===== config.mk =====
export PLATFORM = sky130hd
export DESIGN_NAME = seg_scan_capture_flat
export DESIGN_NICKNAME = d
export VERILOG_FILES = /design/src/rtl/seg_scan_capture_if.sv /design/src/rtl/seg_scan_capture.sv /design/src/flat_wrapper.sv
export SDC_FILE = /design/constraint.sdc
export NUM_CORES = 1
export LEC_CHECK = 0
export BUFFER_PORTS_ARGS = -buffer_cell sky130_fd_sc_hd__buf_2
export CAP_MARGIN = 20
export CORE_MARGIN = 1.5
export CORE_UTILIZATION = 58
export DETAILED_ROUTE_END_ITERATION = 7
export PLACE_DENSITY = 0.83
export SLEW_MARGIN = 10
export SYNTH_ARGS = -nofsm -noshare
export SYNTH_HDL_FRONTEND = slang
export SYNTH_HIERARCHICAL = 1
export SYNTH_SLANG_ARGS = --single-unit

===== constraint.sdc =====
create_clock -name clk -period 3.1 [get_ports clk]
set_input_delay 0.62 -clock clk [delete_from_list [all_inputs] [get_ports clk]]
set_output_delay 0.62 -clock clk [all_outputs]
set_load 0.01 [all_outputs]

===== src/rtl/seg_scan_capture_if.sv =====
// Scan-bus capture interface.
//   seg_in      : segment lines gfedcba, 1 = lit
//   dig_sel     : one-hot digit select
//   digits_bcd  : captured code per digit, digit i in [4i+3:4i]
//   digit_err   : per-digit illegal-pattern flag from the last capture
//   frame_valid : every digit captured at least once since reset
//   update      : one-cycle capture pulse
//   update_idx  : digit written by the current update pulse
// master drives the scan bus, slave is the capture block.
interface seg_scan_capture_if #(
  parameter int NUM_DIGITS = 4
);
  localparam int IDX_W = (NUM_DIGITS > 1) ? $clog2(NUM_DIGITS) : 1;

  logic [6:0]              seg_in;
  logic [NUM_DIGITS-1:0]   dig_sel;
  logic [4*NUM_DIGITS-1:0] digits_bcd;
  logic [NUM_DIGITS-1:0]   digit_err;
  logic                    frame_valid;
  logic                    update;
  logic [IDX_W-1:0]        update_idx;

  modport master (
    output seg_in, dig_sel,
    input  digits_bcd, digit_err, frame_valid, update, update_idx
  );

  modport slave (
    input  seg_in, dig_sel,
    output digits_bcd, digit_err, frame_valid, update, update_idx
  );
endinterface


===== src/rtl/seg_scan_capture.sv =====
// Seven-segment scan-bus readback. Watches the multiplexed segment/select
// pair, waits until it has been stable for STABLE_CYCLES clocks, then
// decodes the segments back to a BCD code for the selected digit.
//   clk : rising-edge clock
//   rst : asynchronous active-high reset
//   bus : seg_scan_capture_if slave (scan bus in, captured digits out)

// Per-digit capture register: code, error flag and "captured once" flag.
//   wr_i   : write strobe for this digit
//   code_i : decoded code to store
//   err_i  : decoded pattern was illegal
//   bcd_o / err_o / seen_o : stored state
module seg_scan_digit (
  input  logic       clk,
  input  logic       rst,
  input  logic       wr_i,
  input  logic [3:0] code_i,
  input  logic       err_i,
  output logic [3:0] bcd_o,
  output logic       err_o,
  output logic       seen_o
);
  logic [3:0] bcd_q;
  logic       err_q;
  logic       seen_q;

  always_ff @(posedge clk or posedge rst) begin
    if (rst) begin
      bcd_q  <= 4'hF;
      err_q  <= 1'b0;
      seen_q <= 1'b0;
    end else if (wr_i) begin
      bcd_q  <= code_i;
      err_q  <= err_i;
      seen_q <= 1'b1;
    end
  end

  assign bcd_o  = bcd_q;
  assign err_o  = err_q;
  assign seen_o = seen_q;
endmodule

module seg_scan_capture #(
  parameter int NUM_DIGITS    = 4,
  parameter int STABLE_CYCLES = 3
) (
  input  logic                clk,
  input  logic                rst,
  seg_scan_capture_if.slave   bus
);
  localparam int IDX_W = (NUM_DIGITS > 1) ? $clog2(NUM_DIGITS) : 1;
  localparam int CNT_W = $clog2(STABLE_CYCLES + 1);
  localparam logic [CNT_W-1:0] CNT_MAX = CNT_W'(STABLE_CYCLES);

  // Segment pattern (gfedcba) -> {err, code}. Dark digit reads as blank F.
  function automatic logic [4:0] seg_decode(input logic [6:0] seg);
    logic [4:0] r;
    case (seg)
      7'b0111111: r = {1'b0, 4'h0};
      7'b0000110: r = {1'b0, 4'h1};
      7'b1011011: r = {1'b0, 4'h2};
      7'b1001111: r = {1'b0, 4'h3};
      7'b1100110: r = {1'b0, 4'h4};
      7'b1101101: r = {1'b0, 4'h5};
      7'b1111101: r = {1'b0, 4'h6};
      7'b0000111: r = {1'b0, 4'h7};
      7'b1111111: r = {1'b0, 4'h8};
      7'b1101111: r = {1'b0, 4'h9};
      7'b0000000: r = {1'b0, 4'hF};
      default:    r = {1'b1, 4'hE};
    endcase
    return r;
  endfunction

  // Held pair and stability counter
  logic [6:0]            seg_q, seg_d;
  logic [NUM_DIGITS-1:0] sel_q, sel_d;
  logic [CNT_W-1:0]      cnt_q, cnt_d;
  logic                  match;
  logic                  hit;
  logic                  sel_ok;
  logic                  cap;
  logic [NUM_DIGITS-1:0] wr;
  logic [IDX_W-1:0]      idx_d;
  logic [4:0]            dec;

  // Output-side registers
  logic                  update_q;
  logic [IDX_W-1:0]      update_idx_q;
  logic                  frame_valid_q;

  logic [NUM_DIGITS-1:0][3:0] bcd;
  logic [NUM_DIGITS-1:0]      err;
  logic [NUM_DIGITS-1:0]      seen;

  always_comb begin
    match = (bus.seg_in == seg_q) && (bus.dig_sel == sel_q);
    seg_d = seg_q;
    sel_d = sel_q;
    cnt_d = cnt_q;
    if (match) begin
      if (cnt_q != CNT_MAX) cnt_d = cnt_q + CNT_W'(1);
    end else begin
      seg_d = bus.seg_in;
      sel_d = bus.dig_sel;
      cnt_d = CNT_W'(1);
    end
    // Capture only on the edge the count first reaches the target; a
    // saturated count on an unchanged pair must not fire again. A reload
    // to 1 counts as "reaching" it when STABLE_CYCLES is 1.
    hit    = (cnt_d == CNT_MAX) && (!match || (cnt_q != CNT_MAX));
    sel_ok = (sel_d != '0) && ((sel_d & (sel_d - NUM_DIGITS'(1))) == '0);
    cap    = hit && sel_ok;
    wr     = cap ? sel_d : '0;
    dec    = seg_decode(seg_d);
  end

  // One-hot to index; only meaningful when cap is set
  always_comb begin
    idx_d = '0;
    for (int i = 0; i < NUM_DIGITS; i++)
      if (sel_d[i]) idx_d = idx_d | IDX_W'(i);
  end

  always_ff @(posedge clk or posedge rst) begin
    if (rst) begin
      seg_q         <= '0;
      sel_q         <= '0;
      cnt_q         <= '0;
      update_q      <= 1'b0;
      update_idx_q  <= '0;
      frame_valid_q <= 1'b0;
    end else begin
      seg_q         <= seg_d;
      sel_q         <= sel_d;
      cnt_q         <= cnt_d;
      update_q      <= cap;
      if (cap) update_idx_q <= idx_d;
      frame_valid_q <= frame_valid_q | (&(seen | wr));
    end
  end

  genvar gi;
  generate
    for (gi = 0; gi < NUM_DIGITS; gi++) begin : g_dig
      seg_scan_digit u_dig (
        .clk    (clk),
        .rst    (rst),
        .wr_i   (wr[gi]),
        .code_i (dec[3:0]),
        .err_i  (dec[4]),
        .bcd_o  (bcd[gi]),
        .err_o  (err[gi]),
        .seen_o (seen[gi])
      );
    end
  endgenerate

  assign bus.digits_bcd  = bcd;
  assign bus.digit_err   = err;
  assign bus.frame_valid = frame_valid_q;
  assign bus.update      = update_q;
  assign bus.update_idx  = update_idx_q;
endmodule


===== src/flat_wrapper.sv =====
// flat-port wrapper written by rule: the top's interface ports become plain ports
module seg_scan_capture_flat 
#(
  parameter int NUM_DIGITS    = 4,
  parameter int STABLE_CYCLES = 3
)
  (clk, rst, bus_seg_in, bus_dig_sel, bus_digits_bcd, bus_digit_err, bus_frame_valid, bus_update, bus_update_idx);
  seg_scan_capture_if #(.NUM_DIGITS(NUM_DIGITS)) bus_i ();
  input  logic clk;
  input  logic rst;
  input wire logic [$bits(bus_i.seg_in)-1:0] bus_seg_in;
  input wire logic [$bits(bus_i.dig_sel)-1:0] bus_dig_sel;
  output wire logic [$bits(bus_i.digits_bcd)-1:0] bus_digits_bcd;
  output wire logic [$bits(bus_i.digit_err)-1:0] bus_digit_err;
  output wire logic [$bits(bus_i.frame_valid)-1:0] bus_frame_valid;
  output wire logic [$bits(bus_i.update)-1:0] bus_update;
  output wire logic [$bits(bus_i.update_idx)-1:0] bus_update_idx;
  assign bus_i.seg_in = bus_seg_in;
  assign bus_i.dig_sel = bus_dig_sel;
  assign bus_digits_bcd = bus_i.digits_bcd;
  assign bus_digit_err = bus_i.digit_err;
  assign bus_frame_valid = bus_i.frame_valid;
  assign bus_update = bus_i.update;
  assign bus_update_idx = bus_i.update_idx;
  seg_scan_capture #(.NUM_DIGITS(NUM_DIGITS), .STABLE_CYCLES(STABLE_CYCLES)) u_core (.clk(clk), .rst(rst), .bus(bus_i));
endmodule

# Yosys cells after proc, flatten, opt, wreduce, memory -nomap -nowiden

Cells that the tools add are included.

Eq/ne operators: 14
Multiplexer cells: 9
Reduce and logical (&&, ||, !) cells: 10
$add $sub $neg: 2
Bitwise logic cells: 3

Operators with widths:

| kind                                                | count |
|---|---|
| case mux 5 bit (11 select lines)                    | 1 |
| equality test 7 bit, second input constant          | 7 |
| equality test 7 x 3 -> 1 bit, second input constant | 2 |
| 2-to-1 mux 2 bit                                    | 4 |
| 2-to-1 mux 4 bit                                    | 2 |
| equality test 7 x 6 -> 1 bit, second input constant | 1 |
| equality test 7 bit                                 | 1 |
| zero test 7 bit                                     | 1 |
| 2-to-1 mux 7 bit                                    | 1 |
| bitwise AND 4 bit                                   | 1 |
| equality test 4 bit                                 | 1 |
| logical AND 1 bit                                   | 4 |
| zero test 4 bit                                     | 1 |
| OR 4 bit                                            | 1 |
| AND reduction 4 bit                                 | 1 |
| nonzero test 4 bit                                  | 1 |
| subtractor 4 x 1 -> 4 bit, second input constant    | 1 |
| adder 2 x 1 -> 2 bit, second input constant         | 1 |
| equality test 2 bit, second input constant          | 1 |
| != test 2 bit, second input constant                | 1 |
| zero test 1 bit                                     | 1 |
| logical OR 1 bit                                    | 1 |
| 2-to-1 mux 1 bit                                    | 1 |
| OR 1 bit                                            | 1 |

Output and inout bits: 24
Logic and storage cells: 56
Bits of input ports: 13
Bits in registers: 41

# Depth between registers and ports, before layout

Word-level depth: 12
Mapped depth: 8
Depth with buffers taken out: 7

# Cells and area by module

The synthesis kept the hierarchy.

By module, submodules not included:

| module           | cells each | area each (um^2) | times used | seq. area each (um^2) |
|---|---|---|---|---|
| seg_scan_capture | 114        | 977.2            | 1          | 425.4 |
| seg_scan_digit   | 13         | 221.5            | 4          | 155.1 |

# Worst setup path after synthesis

Ideal clock, no wire load.

Path type: input port to flip-flop
From: input port bus_seg_in[0]
To: register u_core.g_dig[0].u_dig.err_q
Stages: 6
Data arrival time: 2.323 ns
Slack: 0.652 ns
Buffers on the path: 1
Setup time: 0.125 ns
Required time: 2.975 ns
Path through: clkbuf_1 xor2_1 nor4_1 nand3_1 nor3_1 mux2_2

Longest elaborated chain between the ends: 9
Elaborated cells between the ends (all ways): 28
Those cells by class: 1 x add/sub; 12 x eq/ne; 5 x mux; 1 x bitwise; 9 x reduce/logical

Ends and longest elaborated chain:

| what                      | RTL line                | RTL |
|---|---|---|
| start: declaration        | flat_wrapper.sv:11      | `input wire logic [$bits(bus_i.seg_in)-1:0] bus_seg_in;` |
| equality test 7 bit *     | seg_scan_capture.sv:98  | `match = (bus.seg_in == seg_q) && (bus.dig_sel == sel_q);` |
| logical AND 1 bit *       | seg_scan_capture.sv:98  |  |
| 2-to-1 mux 4 bit          | seg_scan_capture.sv:102 | `if (match) begin` |
| subtractor 4 x 1 -> 4 bit | seg_scan_capture.sv:113 | `sel_ok = (sel_d != '0) && ((sel_d & (sel_d - NUM_DIGITS'(1))) == '0);` |
| bitwise AND 4 bit         | seg_scan_capture.sv:113 |  |
| zero test 4 bit           | seg_scan_capture.sv:113 |  |
| logical AND 1 bit         | seg_scan_capture.sv:113 |  |
| logical AND 1 bit         | seg_scan_capture.sv:114 | `cap = hit && sel_ok;` |
| 2-to-1 mux 4 bit *        | seg_scan_capture.sv:115 | `wr = cap ? sel_d : '0;` |
| net u_core.wr[0]          | seg_scan_capture.sv:84  | `logic [NUM_DIGITS-1:0] wr;` |
| end signal: assignment    | seg_scan_capture.sv:34  | `err_q <= err_i;` |
| end: declaration          | seg_scan_capture.sv:24  | `logic err_q;` |

The timed path passes the listed nets; every way through them passes the cells marked *.
A chain may end at the register's enable or synchronous reset.

# Final worst setup path

From: input port bus_seg_in[5]
To: register u_core.g_dig[3].u_dig.bcd_q[1]

Elaborated cells between the ends (all ways): 28
Those cells by class: 1 x add/sub; 12 x eq/ne; 5 x mux; 1 x bitwise; 9 x reduce/logical

RTL lines:

| what                                        | RTL line                | RTL |
|---|---|---|
| equality test 7 bit                         | seg_scan_capture.sv:98  |  |
| logical AND 1 bit                           | seg_scan_capture.sv:98  |  |
| 2-to-1 mux 7 bit *                          | seg_scan_capture.sv:102 |  |
| equality test 7 bit (tied with other cells) | seg_scan_capture.sv:59  | `case (seg)` |
| case mux 5 bit (11 select lines) *          | seg_scan_capture.sv:59  |  |
| net u_core.dec[1]                           | seg_scan_capture.sv:86  | `logic [4:0] dec;` |
| end signal: assignment                      | seg_scan_capture.sv:33  | `bcd_q <= code_i;` |
| end: declaration                            | seg_scan_capture.sv:23  | `logic [3:0] bcd_q;` |

Marks and branches as above.

==> summary.txt <==
Min-Delay Path Class: primary input to asynchronous set/reset pin
Reg clk slew, reported paths: 0.12 ns
Clock Power Share: 0.404
syn_nets: 179
largest area contributor in the netlist: dfrtp_1
Hold Vio Cnt, Final: 0
Startpoint Class: primary input
CORE AREA: 3050 um2
Pwr Total: 1.04 mW
switching share of total power: 0.212
Setup WS pre-CTS: 0.371 ns
Reg2Reg Setup Slack: 1.05 ns
Clock Tree Buf Depth: 2
switching power: 220 uW
placed cells: 234
Max Clock Skew: 0.0110 ns
Final ANT Viol Nets: 0
Async S/R FF share, synth: 1.00
P&R area growth vs syn: 16.4%
wl on met1: 1580 um
initial antenna violation count: 0
latest clock arrival within the worst-skew pair: 0.35 ns
most frequent cells in the layout: buf_2, dfrtp_1, mux2_2
drt pass-1 iters: 4
setup TNS: 0 ns
count of buffer and inverter cells on the critical path: 1
dpl cell area: 2070 um2
# hold bufs at CTS: 0
fillers: 232
Pint: 816 uW
Total Routing Usage GR: 0.249
die height: 59.7 um
final setup margin: 0.713 ns
Max Slew Vio Count: 0
first-pass GRT wire length: 6380 um
vias post-DR: 1334
fmax: 0.419 GHz
Post-CTS Resized: 0
Cell Area, Synth: 1860 um2
leak pwr: 1.07 nW
Util after Layout: 0.710
WL/cell: 15.7 um
Synth cell types: 33
share of the synthesized area in the top cell type: 0.336
Residual DRC: 0
# Max-Cap Violations: 0
CTS tree: done
Main synth FF type: dfrtp_1
register area share after synthesis: 0.561
syn_area_per_cell: 11.2 um2
Die ar.: 3560 um2
Worst Reg2Reg Path Length in Cells: 6
Final min period: 2.39 ns
critical path, cell by cell: buf_2 > or3_4 > or4_4 > a21oi_2 > a311oi_1 > or3_1 > mux2_2
Crit path required time: 3.38 ns
crit share post-route: 0.770
setup violators final: 0
Crit. End Element: flip-flop
GRT Residual Overflow: 0
Reg-to-Reg End: u_core/g_dig[2].u_dig/err_o$_DFFE_PP0P_
sequential power share: 0.528
pin count of the biggest net entering global routing: 18
Peak VDD IR: 0.308 mV
Slew headroom: 0.502
final instance area: 2170 um2
outcome: finished, final reports clean
setup repair bufs after CTS: 0
critical path class: primary input to flip-flop
routed length on met3: 257 um
CTS Sinks: 41
Min Hold Slack: 0.190 ns
CTS Buf Count: 5
final wirelength: 3790 um
WL met2: 1880 um
Port Buffers: 36
power per cell area: 478 nW/um2
r2r startpoint: u_core/sel_q[2]$_DFF_PP0_
Initial Util: 0.610
non-filler cells, final: 242
Clock Tree Root: clkbuf_4
Worst Tran Pin Value: 0.742 ns
H-tree depth: 2
Crit-path slowest cell: or3_1
fin nets: 210
CP max FO: 12
main area contributors after synthesis: dfrtp_1, dfstp_2, mux2_2, xor2_1, clkbuf_1
Die Wd: 59.7 um
RSZ-0062 raised after global routing: no
Comb power frac: 0.069
leading cell type in the layout, fill and taps excluded: buf_2
#FFs+latches synth: 41
DRT iter0 DRCs: 54
routability cong.: 0.810
Max stage delay on crit path: 0.48 ns
# rows: 20
Ports: 37
antenna diode count: 0
DP HPWL: 2770 um
vias in the first global route: 1350
Vias/cell: 5.51
number of synthesized flops with an enable pin: 0
Post-Synthesis Cells: 166
crit-path leading delay family: simple AND/OR/NAND/NOR gates
worst path arrival time: 2.67 ns
synth warn: 6
DR top layer: met4
layout cell share with drive strength beyond 1: 0.460
==> how the worst max path moves through the flow <==
| stage | cells past startpoint | end | start |
|---|---|---|---|
| 3_5_place_dp | 7 | u_core/g_dig[3].u_dig/bcd_o[1]$_DFFE_PP1P_ | bus_seg_in[5] |
| 2_1_floorplan | 6 | u_core/g_dig[0].u_dig/err_o$_DFFE_PP0P_ | bus_seg_in[0] |
| 4_1_cts | 7 | u_core/g_dig[3].u_dig/bcd_o[1]$_DFFE_PP1P_ | bus_seg_in[5] |
| 5_1_grt | 7 | u_core/g_dig[0].u_dig/bcd_o[1]$_DFFE_PP1P_ | bus_seg_in[5] |
| 3_3_place_gp | 7 | u_core/g_dig[3].u_dig/bcd_o[1]$_DFFE_PP1P_ | bus_seg_in[5] |
| 6_report | 7 | u_core/g_dig[3].u_dig/bcd_o[1]$_DFFE_PP1P_ | bus_seg_in[5] |
==> layer usage <==
metal,global-route usage,up-vias
met5,0,-
met4,0.105,0
met3,0.0779,9
met2,0.399,55
met1,0.311,646
li1,-,624
==> state kept, by name, indices dropped and copies added (netlist names) <==
signal                     count
u_core/g_dig.u_dig/bcd_o      16
u_core/seg_q                   7
u_core/g_dig.u_dig/err_o       4
u_core/g_dig.u_dig/seen_o      4
u_core/sel_q                   4
u_core/bus.update_idx          2
u_core/cnt_q                   2
u_core/bus.frame_valid         1
u_core/bus.update              1
==> Yosys cell counts, types with 3 or more instances <==
cell      instances
o22ai_1           4
clkbuf_1         14
dfrtp_1          25
inv_1             9
nand3_1           3
nor3_1            8
or2_2             4
xor2_1           12
a21oi_1           5
nand2_1           9
o21ai_1           3
or3b_1            3
nor2_1            9
mux2_2           20
dfstp_2          16
==> kinds of logic after synthesis <==
kind of cell	count (synthesis)	synth area share
xor+xnor	12	0.0564
simple gates	47	0.137
mux	21	0.126
flops	41	0.561
compound gates	20	0.0672
buf+inv	25	0.0517
==> worst register-to-register path: cells and delay by family, from the launching register on <==
| family | cells | cell delay [ns] |
|---|---|---|
| simple gates | 3 | 0.86 |
| buf+inv | 1 | 0.20 |
| flops | 1 | 0.39 |
| xor+xnor | 1 | 0.16 |
| mux | 1 | 0.34 |
==> layout make-up <==
cell class,count,area [um2],area share
flip-flops and latches,41,1050,0.482
multi-input cells,100,721,0.332
repair buffers,40,210,0.0969
clock inverters,3,65.1,0.0300
well taps,44,55.1,0.0254
clock buffers,5,37.5,0.0173
inverters,9,33.8,0.0156
==> power groups by stage <==
| stage | clock network [mW] | logic [mW] | registers (mW) |
|---|---|---|---|
| 2_1_floorplan | 0 | 0.0501 | 0.555 |
| 3_3_place_gp | 0 | 0.0664 | 0.556 |
| 3_5_place_dp | 0 | 0.0705 | 0.556 |
| 4_1_cts | 0.428 | 0.0714 | 0.547 |
| 5_1_grt | 0.453 | 0.0807 | 0.548 |
| 6_report | 0.418 | 0.0712 | 0.546 |
(Power assumes the default switching activity.)
